==> src/rtl/icache_pkg.sv <==
// icache_pkg: geometry constants and FSM state encoding shared by the instruction cache files
package icache_pkg;
  localparam int ADDR_W     = 10;
  localparam int TAG_W      = 3;
  localparam int INDEX_W    = 3;
  localparam int OFFSET_W   = 2;
  localparam int BLOCK_W    = 128;
  localparam int NUM_BLOCKS = 8;
  typedef enum logic [1:0] {S_IDLE, S_MEM_READ, S_UPDATE} state_e;
endpackage

==> src/rtl/icache_array.sv <==
// icache_array: valid/tag/data storage; async read, sync write on we_i, async clear on rst
//   clk, rst         clock, asynchronous active-high clear
//   ridx_i           read index -> valid_o, tag_o, data_o (combinational)
//   we_i, widx_i     write strobe and index
//   wtag_i, wdata_i  tag and block written; the written block becomes valid
module icache_array
  import icache_pkg::*;
(
  input  logic                 clk,
  input  logic                 rst,
  input  logic [INDEX_W-1:0]   ridx_i,
  output logic                 valid_o,
  output logic [TAG_W-1:0]     tag_o,
  output logic [BLOCK_W-1:0]   data_o,
  input  logic                 we_i,
  input  logic [INDEX_W-1:0]   widx_i,
  input  logic [TAG_W-1:0]     wtag_i,
  input  logic [BLOCK_W-1:0]   wdata_i
);
  logic [NUM_BLOCKS-1:0] valid_q;
  logic [TAG_W-1:0]      tag_q  [NUM_BLOCKS];
  logic [BLOCK_W-1:0]    data_q [NUM_BLOCKS];
  always_ff @(posedge clk or posedge rst)
    if (rst) begin
      valid_q <= '0;
      for (int i = 0; i < NUM_BLOCKS; i++) begin
        tag_q[i]  <= '0;
        data_q[i] <= '0;
      end
    end else if (we_i) begin
      valid_q[widx_i] <= 1'b1;
      tag_q[widx_i]   <= wtag_i;
      data_q[widx_i]  <= wdata_i;
    end
  assign valid_o = valid_q[ridx_i];
  assign tag_o   = tag_q[ridx_i];
  assign data_o  = data_q[ridx_i];
endmodule

==> src/rtl/instr_cache.sv <==
// instr_cache: direct-mapped read-only instruction cache between CPU fetch and instruction memory
//   CLK, RESET             clock, asynchronous active-high reset
//   ADDRESS                CPU byte address: tag [9:7], index [6:4], word [3:2]
//   READDATA, BUSYWAIT     instruction word and stall request to the CPU
//   MEM_READ, MEM_ADDRESS  block read request and {tag,index} to memory
//   MEM_READDATA           returned 128-bit block, MEM_BUSYWAIT memory busy
//   HIT_COUNT, MISS_COUNT  saturating statistics, only when ICACHE_STATS_EN is defined
module instr_cache
  import icache_pkg::*;
(
  input  logic                CLK,
  input  logic                RESET,
  input  logic [ADDR_W-1:0]   ADDRESS,
  output logic [31:0]         READDATA,
  output logic                BUSYWAIT,
  output logic                MEM_READ,
  output logic [5:0]          MEM_ADDRESS,
  input  logic [BLOCK_W-1:0]  MEM_READDATA,
  input  logic                MEM_BUSYWAIT
`ifdef ICACHE_STATS_EN
  ,
  output logic [15:0]         HIT_COUNT,
  output logic [15:0]         MISS_COUNT
`endif
);
  state_e               state_q, state_d;
  logic [5:0]           miss_q, miss_d;
  logic [BLOCK_W-1:0]   blk_q, blk_d;
  logic                 valid;
  logic [TAG_W-1:0]     tag;
  logic [BLOCK_W-1:0]   data;
  logic                 hit;
  logic                 unused;
  assign unused = ^ADDRESS[1:0];
  icache_array u_array (
    .clk     (CLK),
    .rst     (RESET),
    .ridx_i  (ADDRESS[6:4]),
    .valid_o (valid),
    .tag_o   (tag),
    .data_o  (data),
    .we_i    (state_q == S_UPDATE),
    .widx_i  (miss_q[2:0]),
    .wtag_i  (miss_q[5:3]),
    .wdata_i (blk_q)
  );
  assign hit      = state_q == S_IDLE && valid && tag == ADDRESS[9:7];
  assign READDATA = data[{ADDRESS[3:2], 5'b0} +: 32];
  always_ff @(posedge CLK or posedge RESET)
    if (RESET) begin
      state_q <= S_IDLE;
      miss_q  <= '0;
      blk_q   <= '0;
    end else begin
      state_q <= state_d;
      miss_q  <= miss_d;
      blk_q   <= blk_d;
    end
  always_comb begin
    state_d = state_q == S_IDLE     ? (hit ? S_IDLE : S_MEM_READ) :
              state_q == S_MEM_READ ? (MEM_BUSYWAIT ? S_MEM_READ : S_UPDATE) :
                                      S_IDLE;
    miss_d  = (state_q == S_IDLE && !hit) ? ADDRESS[9:4] : miss_q;
    blk_d   = (MEM_READ && !MEM_BUSYWAIT) ? MEM_READDATA : blk_q;
  end
  always_comb begin
    BUSYWAIT    = !RESET && !hit;
    MEM_READ    = state_q == S_MEM_READ;
    MEM_ADDRESS = miss_q;
  end
`ifdef ICACHE_STATS_EN
  logic [15:0] hit_cnt_q, miss_cnt_q;
  always_ff @(posedge CLK or posedge RESET)
    if (RESET) begin
      hit_cnt_q  <= '0;
      miss_cnt_q <= '0;
    end else begin
      hit_cnt_q  <= (hit && !(&hit_cnt_q)) ? hit_cnt_q + 16'd1 : hit_cnt_q;
      miss_cnt_q <= (state_q == S_IDLE && !hit && !(&miss_cnt_q)) ? miss_cnt_q + 16'd1 : miss_cnt_q;
    end
  assign HIT_COUNT  = hit_cnt_q;
  assign MISS_COUNT = miss_cnt_q;
`endif
endmodule

==> config.mk <==
export PLATFORM = sky130hd
export DESIGN_NAME = instr_cache
export DESIGN_NICKNAME = d
export VERILOG_FILES = /design/src/rtl/icache_pkg.sv /design/src/rtl/icache_array.sv /design/src/rtl/instr_cache.sv
export SDC_FILE = /design/constraint.sdc
export NUM_CORES = 2
export LEC_CHECK = 0
export ABC_AREA = 1
export BUFFER_PORTS_ARGS = -buffer_cell sky130_fd_sc_hd__buf_2
export CAP_MARGIN = 30
export CORE_MARGIN = 2
export CORE_UTILIZATION = 55
export DETAILED_ROUTE_END_ITERATION = 8
export PLACE_DENSITY = 0.76
export SLEW_MARGIN = 15
export SYNTH_ARGS = -nofsm -noshare
export SYNTH_HDL_FRONTEND = slang
export SYNTH_SLANG_ARGS = --single-unit
export TNS_END_PERCENT = 30
==> constraint.sdc <==
create_clock -name CLK -period 107.3 [get_ports CLK]
set_clock_uncertainty 0.2 [all_clocks]
set_input_delay 0 -clock CLK [delete_from_list [all_inputs] [get_ports CLK]]
set_output_delay 0 -clock CLK [all_outputs]
set_load 0.02 [all_outputs]
### After elaboration in Yosys (flattened, before gate mapping)

Index checks and enable logic that the tools add are counted.

| storage, ports and cells | value |
|---|---|
| register bits after elaboration | 1192 |
| output and inout port bits | 40 |
| input port bits | 141 |

| operators by class | value |
|---|---|
| bitwise logic cells | 3 |
| mux-type cells | 20 |
| reduce and logical (&&, ||, !) cells | 11 |
| shift-type cells | 1 |
| magnitude comparators | 6 |
| eq/ne operators | 3 |

Operators with widths:

| cell | number |
|---|---|
| 1024-bit bitwise mux | 1 |
| 128-bit binary-select mux with 3-bit select | 1 |
| 128-bit demux with 3-bit select | 1 |
| 128-bit 2-to-1 mux | 3 |
| 128-bit by 8-bit variable part select with 32-bit output | 1 |
| 24-bit bitwise mux | 1 |
| 3-bit binary-select mux with 3-bit select | 1 |
| 3-bit demux with 3-bit select | 1 |
| 3-bit 2-to-1 mux | 3 |
| 4-bit greater-or-equal comparator, second input constant | 2 |
| 3-bit by 4-bit < comparator with 1-bit output, second input constant | 2 |
| 3-bit NOT with 4-bit output | 2 |
| 8-bit bitwise OR | 1 |
| 1-bit logical AND | 7 |
| 2-bit 2-to-1 mux | 3 |
| 4-bit by 1-bit < comparator with 1-bit output, second input constant | 1 |
| 1-bit binary-select mux with 3-bit select | 1 |
| 1-bit demux with 3-bit select | 1 |
| 3-bit == test | 1 |
| 3-bit by 1-bit greater-or-equal comparator with 1-bit output, second input constant | 1 |
| 1-bit zero test | 3 |
| 1-bit 2-to-1 mux | 3 |
| 2-bit by 1-bit == test with 1-bit output, second input constant | 1 |
| 2-bit == test, second input constant | 1 |
| 2-bit zero test | 1 |

### Logic depth before layout (Yosys ltp)

| logic depth | value |
|---|---|
| word-level depth | 8 |
| mapped depth | 13 |
| gate-level depth less buffers | 12 |

### Cells and area by module

From an unflattened synthesis, not the netlist that was laid out.

| second synthesis, totals | value |
|---|---|
| cell total of the unflattened synthesis | 7827 |
| area total of the unflattened synthesis | 58491.1 µm² |

Modules (own cells, without submodules):

| module | area each (µm²) | instances | cells each |
|---|---|---|---|
| icache_array | 52366.5 | 1 | 7048 |
| instr_cache | 6124.6 | 1 | 779 |

### Worst setup path after synthesis

No wires, ideal clock.

| timing | value |
|---|---|
| kind | register to register |
| from | register miss_q[2] (netlist: MEM_ADDRESS[2]) |
| to | register u_array.data_q[516] (netlist bit) |
| library setup time | 0.083 ns |
| slack | 105.445 ns |
| arrival time | 1.573 ns |
| stages on the path, launching flop included | 10 |
| path buffers | 3 |
| data required time | 107.017 ns |
| clock period less this slack | 1.855 ns |
| cells stage by stage | dfrtp_1 -> inv_1 -> nand2_1 -> inv_1 -> nand2_1 -> buf_2 -> clkbuf_1 -> clkbuf_1 -> nand2_1 -> o21ai_0 |

| between the ends | value |
|---|---|
| longest elaborated chain between the ends | 6 |
| elaborated cells between the ends (all ways) | 7 |
| classes of those cells | 2 x order compare; 3 x mux; 1 x bitwise; 1 x reduce/logical |

RTL lines:

| item | RTL line | RTL |
|---|---|---|
| start: declaration | instr_cache.sv:27 | `logic [5:0] miss_q, miss_d;` |
| start signal: assignment | instr_cache.sv:56 | `miss_q <= miss_d;` |
| 3-bit NOT with 4-bit output (not written as such) (*) | icache_array.sv:33 | `data_q[widx_i] <= wdata_i;` |
| 4-bit greater-or-equal comparator (not written as such) or 4-bit by 1-bit < comparator with 1-bit output (tied branches) | icache_array.sv:33 |  |
| 1-bit logical AND (not written as such) | icache_array.sv:33 |  |
| 128-bit 2-to-1 mux (not written as such) | icache_array.sv:33 |  |
| 128-bit demux with 3-bit select (*) | icache_array.sv:33 |  |
| 1024-bit bitwise mux (*) | icache_array.sv:33 |  |
| end signal: indexed assignment | icache_array.sv:33 |  |
| end: declaration | icache_array.sv:22 | `logic [BLOCK_W-1:0] data_q [NUM_BLOCKS];` |

Every way passes the cells marked *; elsewhere a longest branch is shown, timed or not.
A chain may end at the register's enable or synchronous reset.

### Worst setup path in the final report

| timing | value |
|---|---|
| from | input ADDRESS[4] |
| to | output READDATA[25] |

| between the ends | value |
|---|---|
| longest elaborated chain between the ends | 5 |

RTL lines:

| item | RTL line | RTL |
|---|---|---|
| start: declaration | instr_cache.sv:13 | `input logic [ADDR_W-1:0] ADDRESS,` |
| 3-bit NOT with 4-bit output (not written as such) | icache_array.sv:37 | `assign data_o = data_q[ridx_i];` |
| 128-bit binary-select mux with 3-bit select | icache_array.sv:37 |  |
| 128-bit 2-to-1 mux (not written as such) (2 in series) | icache_array.sv:37 |  |
| 128-bit by 8-bit variable part select with 32-bit output | instr_cache.sv:48 | `assign READDATA = data[{ADDRESS[3:2], 5'b0} +: 32];` |
| end: declaration | instr_cache.sv:14 | `output logic [31:0] READDATA,` |

No other way between the ends. The select of a mux whose other input is x is not followed.

==> run_results.csv <==
group,metric,value,unit
run_status,status,"finished clean",
setup_path,crit_arrival,4.00,ns
logic_synthesis,ys.flop_type,"dfrtp_1",
cts,cts_setup_buffers,0,
logic_synthesis,yosys_warnings,0,
floorplan,core_area,93050,sq um
cts,clockRootBuffer,"clkbuf_16",
global_route,grt_antenna_before_repair,6,
finish,fin_nets,6233,
drt,dr.pass1.iters,8,
setup_path,crit_fanout,132,
sta,report.final.slew_viol_count,0,
logic_synthesis,synth_top_family_by_area,"compound AO/OA/AOI/OAI gates",
global_route,grt_pass1_wl,237.3,mm
placement,place.gp.congestion,0.8193,
cts,cts_max_level,3,
logic_synthesis,post-synth-top-area-cell,"dfrtp_1",
setup_path,start_kind,"input port",
global_route,grt_max_degree,228,
pwr,p_leak,27.26,nW
sta,slew_headroom,0.2581,
cts,clkTransAtPathRegs,0.06,ns
sta,setup_viol,0,
logic_synthesis,yosysMostFrequentCell,"o21ai_0",
drt,drtIter0Drc,5380,
sta,period_minus_slack,4.203,ns
drt,drc,0,
finish,drive_gt1_frac,0.07383,
logic_synthesis,yosys.area_share.simple,0.1546,
logic_synthesis,synthAdderAreaFrac,0,
cts,cts_tree,"yes",
cts,holdBufCountCts,306,
setup_path,cp-end-kind,"primary output",
finish,nFillCells,7657,
placement,hpwl,79.43,mm
setup_path,r2r_slack,103.59,ns
logic_synthesis,syn_inst,5900,
global_route,overflow,0,
logic_synthesis,yosysSeqAreaShare,0.5801,
setup_path,crit_start,"ADDRESS[4]",
setup_path,reg2regPathDepth,9,
drt,drt_wl_total,150.7,mm
sta,finalCritPeriodShare,0.03917,
setup_path,crit_type,"in -> out",
logic_synthesis,yosys_register_bits,1192,
cts,cts_buffer_depth,3,
sta,finalHoldViolCount,0,
floorplan,start_util,0.5526,
cts,cts_made_buffers,120,
sta,grt_setup_unrepaired,"false",
sta,worst_pin_slew,1.113,ns
setup_path,r2r-end,"u_array.data_q[212]",
finish,post-route-util,0.6439,
setup_path,crit_end,"READDATA[25]",
cts,cts_resized,0,
drt,wl_met1,61.53,mm
logic_synthesis,synth_xor_area_frac,0,
pwr,ir_drop,0.01813,mV
pwr,pwr_density_cell,25.08,nW/um^2
global_route,grt_use_total,0.3149,
drt,ant_nets,0,
floorplan,die_area,95960,sq um
drt,dr_wl_met2,70.04,mm
floorplan,dieHeight,309.8,microns
logic_synthesis,synth_edf_count,0,
logic_synthesis,avgSynthCellArea,8.716,sq um
worst_hold_path,hp-class,"in -> reg",
floorplan,num_io_pins,181,
logic_synthesis,synth_compound_area_frac,0.2104,
job,drv_cap,0,
placement,io_buffers,178,
drt,top_layer_used,"met5",
logic_synthesis,yosys-top-cells-area,"dfrtp_1, o21ai_0, nand2_1, nor2_1, o221ai_1",
sta,max_freq,237.9,MHz
logic_synthesis,synth_common_cells,"o21ai_0, nand2_1, dfrtp_1, nor2_1, clkbuf_1",
drt,wl_met3,13.23,mm
drt,viasPerCell,5.936,
logic_synthesis,syn_nets,6041,
logic_synthesis,synthDistinctLibCells,25,
logic_synthesis,syn_area,51420,sq um
drt,routedWlPerCell,20.25,microns
global_route,grt_pass1_vias,42390,
drt,route.vias.total,44200,
logic_synthesis,synth_top_area_share,0.5801,
logic_synthesis,synth_mux_area_frac,0,
setup_path,r2r-start,"state_q[1]",
sta,setup_tns,0,ns
setup_path,worst_ep_required_time,107.10,ns
floorplan,num_rows,112,
cts,cts.sinks,1192,
floorplan,die_w,309.8,microns
cts,clk_latency,0.70,ns
finish,syn_to_final_growth,16.51,%
logic_synthesis,async_flop_share,1.000,
[how the worst min path moves through the flow]
stage / from / end / depth (start not counted)
2_1_floorplan: RESET / BUSYWAIT / 1
3_3_place_gp: MEM_READDATA[102] / blk_q[102] / 3
3_5_place_dp: MEM_READDATA[15] / blk_q[15] / 3
4_1_cts: MEM_READDATA[111] / blk_q[111] / 4
5_1_grt: MEM_READDATA[110] / blk_q[110] / 4
6_report: MEM_READDATA[111] / blk_q[111] / 4
[registers in the layout, summed over array words and instances, names as in the netlist]
name and count:
u_array.data_q 1024, blk_q 128, u_array.tag_q 24, u_array.valid_q 8, MEM_ADDRESS 6, state_q 2
[kinds of logic after synthesis]
kind of cell | count (synthesis)
flip-flops | 1192
AND/OR/NAND/NOR | 2041
AO/OA/AOI/OAI | 1998
buffers and inverters | 669
[metal layers]
metal	vias to the layer above	GRT usage
li1	20250	-
met1	21520	0.4301
met2	2062	0.5022
met3	350	0.05274
met4	6	0.1334
met5	-	0
[layout make-up]
type	count	area, sq um	area share
Clock buffer	179	3567	0.05954
Antenna cell	1	2.502	0.00004177
Tap cell	1254	1569	0.02619
Clock inverter	41	585.6	0.009773
Sequential cell	1192	29830	0.4979
Inverter	186	721.9	0.01205
Multi-Input combinational cell	4039	18840	0.3145
Timing Repair Buffer	553	4797	0.08007
[through the flow]
stage / instance area (sq um) / hold WS [ns] / worst slack, ns / total power [mW] / std cells
after floorplan: 51420 / -0.1231 / 73.52 / 0.9412 / 5900
after global placement: 52380 / 0.007250 / 103.27 / 1.026 / 6906
after detailed placement: 52440 / 0.01145 / 103.26 / 1.045 / 6908
after CTS: 59650 / 0.01636 / 103.13 / 1.499 / 7434
after global routing: 59910 / 0.04330 / 102.97 / 1.598 / 7445
final: 59910 / 0.02009 / 103.10 / 1.503 / 7445
[cell usage in the layout, fill, tap and decap left out, drive strengths merged, types with 3 or more instances in the layout]
| cell type | count |
|---|---|
| clkbuf | 180 |
| nand2 | 1308 |
| and2 | 21 |
| nand3 | 174 |
| dfrtp | 1192 |
| o22ai | 36 |
| inv | 187 |
| a21oi | 31 |
| nor2 | 536 |
| buf | 246 |
| o21ai | 1725 |
| bufinv | 14 |
| o221ai | 206 |
| clkinvlp | 3 |
| dlygate4sd3 | 306 |
| clkinv | 23 |
[where the power goes]
part | leakage, nW | internal (mW) | switching, mW | total [mW]
Combinational | 9.48 | 0.124 | 0.235 | 0.359
Clock | 2.05 | 0.262 | 0.176 | 0.438
Sequential | 15.7 | 0.622 | 0.0833 | 0.706
[worst max-delay path, stage by stage]
cell	delay, ns
buf_8	0.51
buf_4	0.65
buf_4	0.77
buf_4	0.51
o21ai_0	0.17
o221ai_1	0.24
nand3_1	0.25
nand2_1	0.14
nand2_1	0.16
nand2_1	0.21
buf_2	0.19
Note: power is estimated with default switching activity, not from simulation.
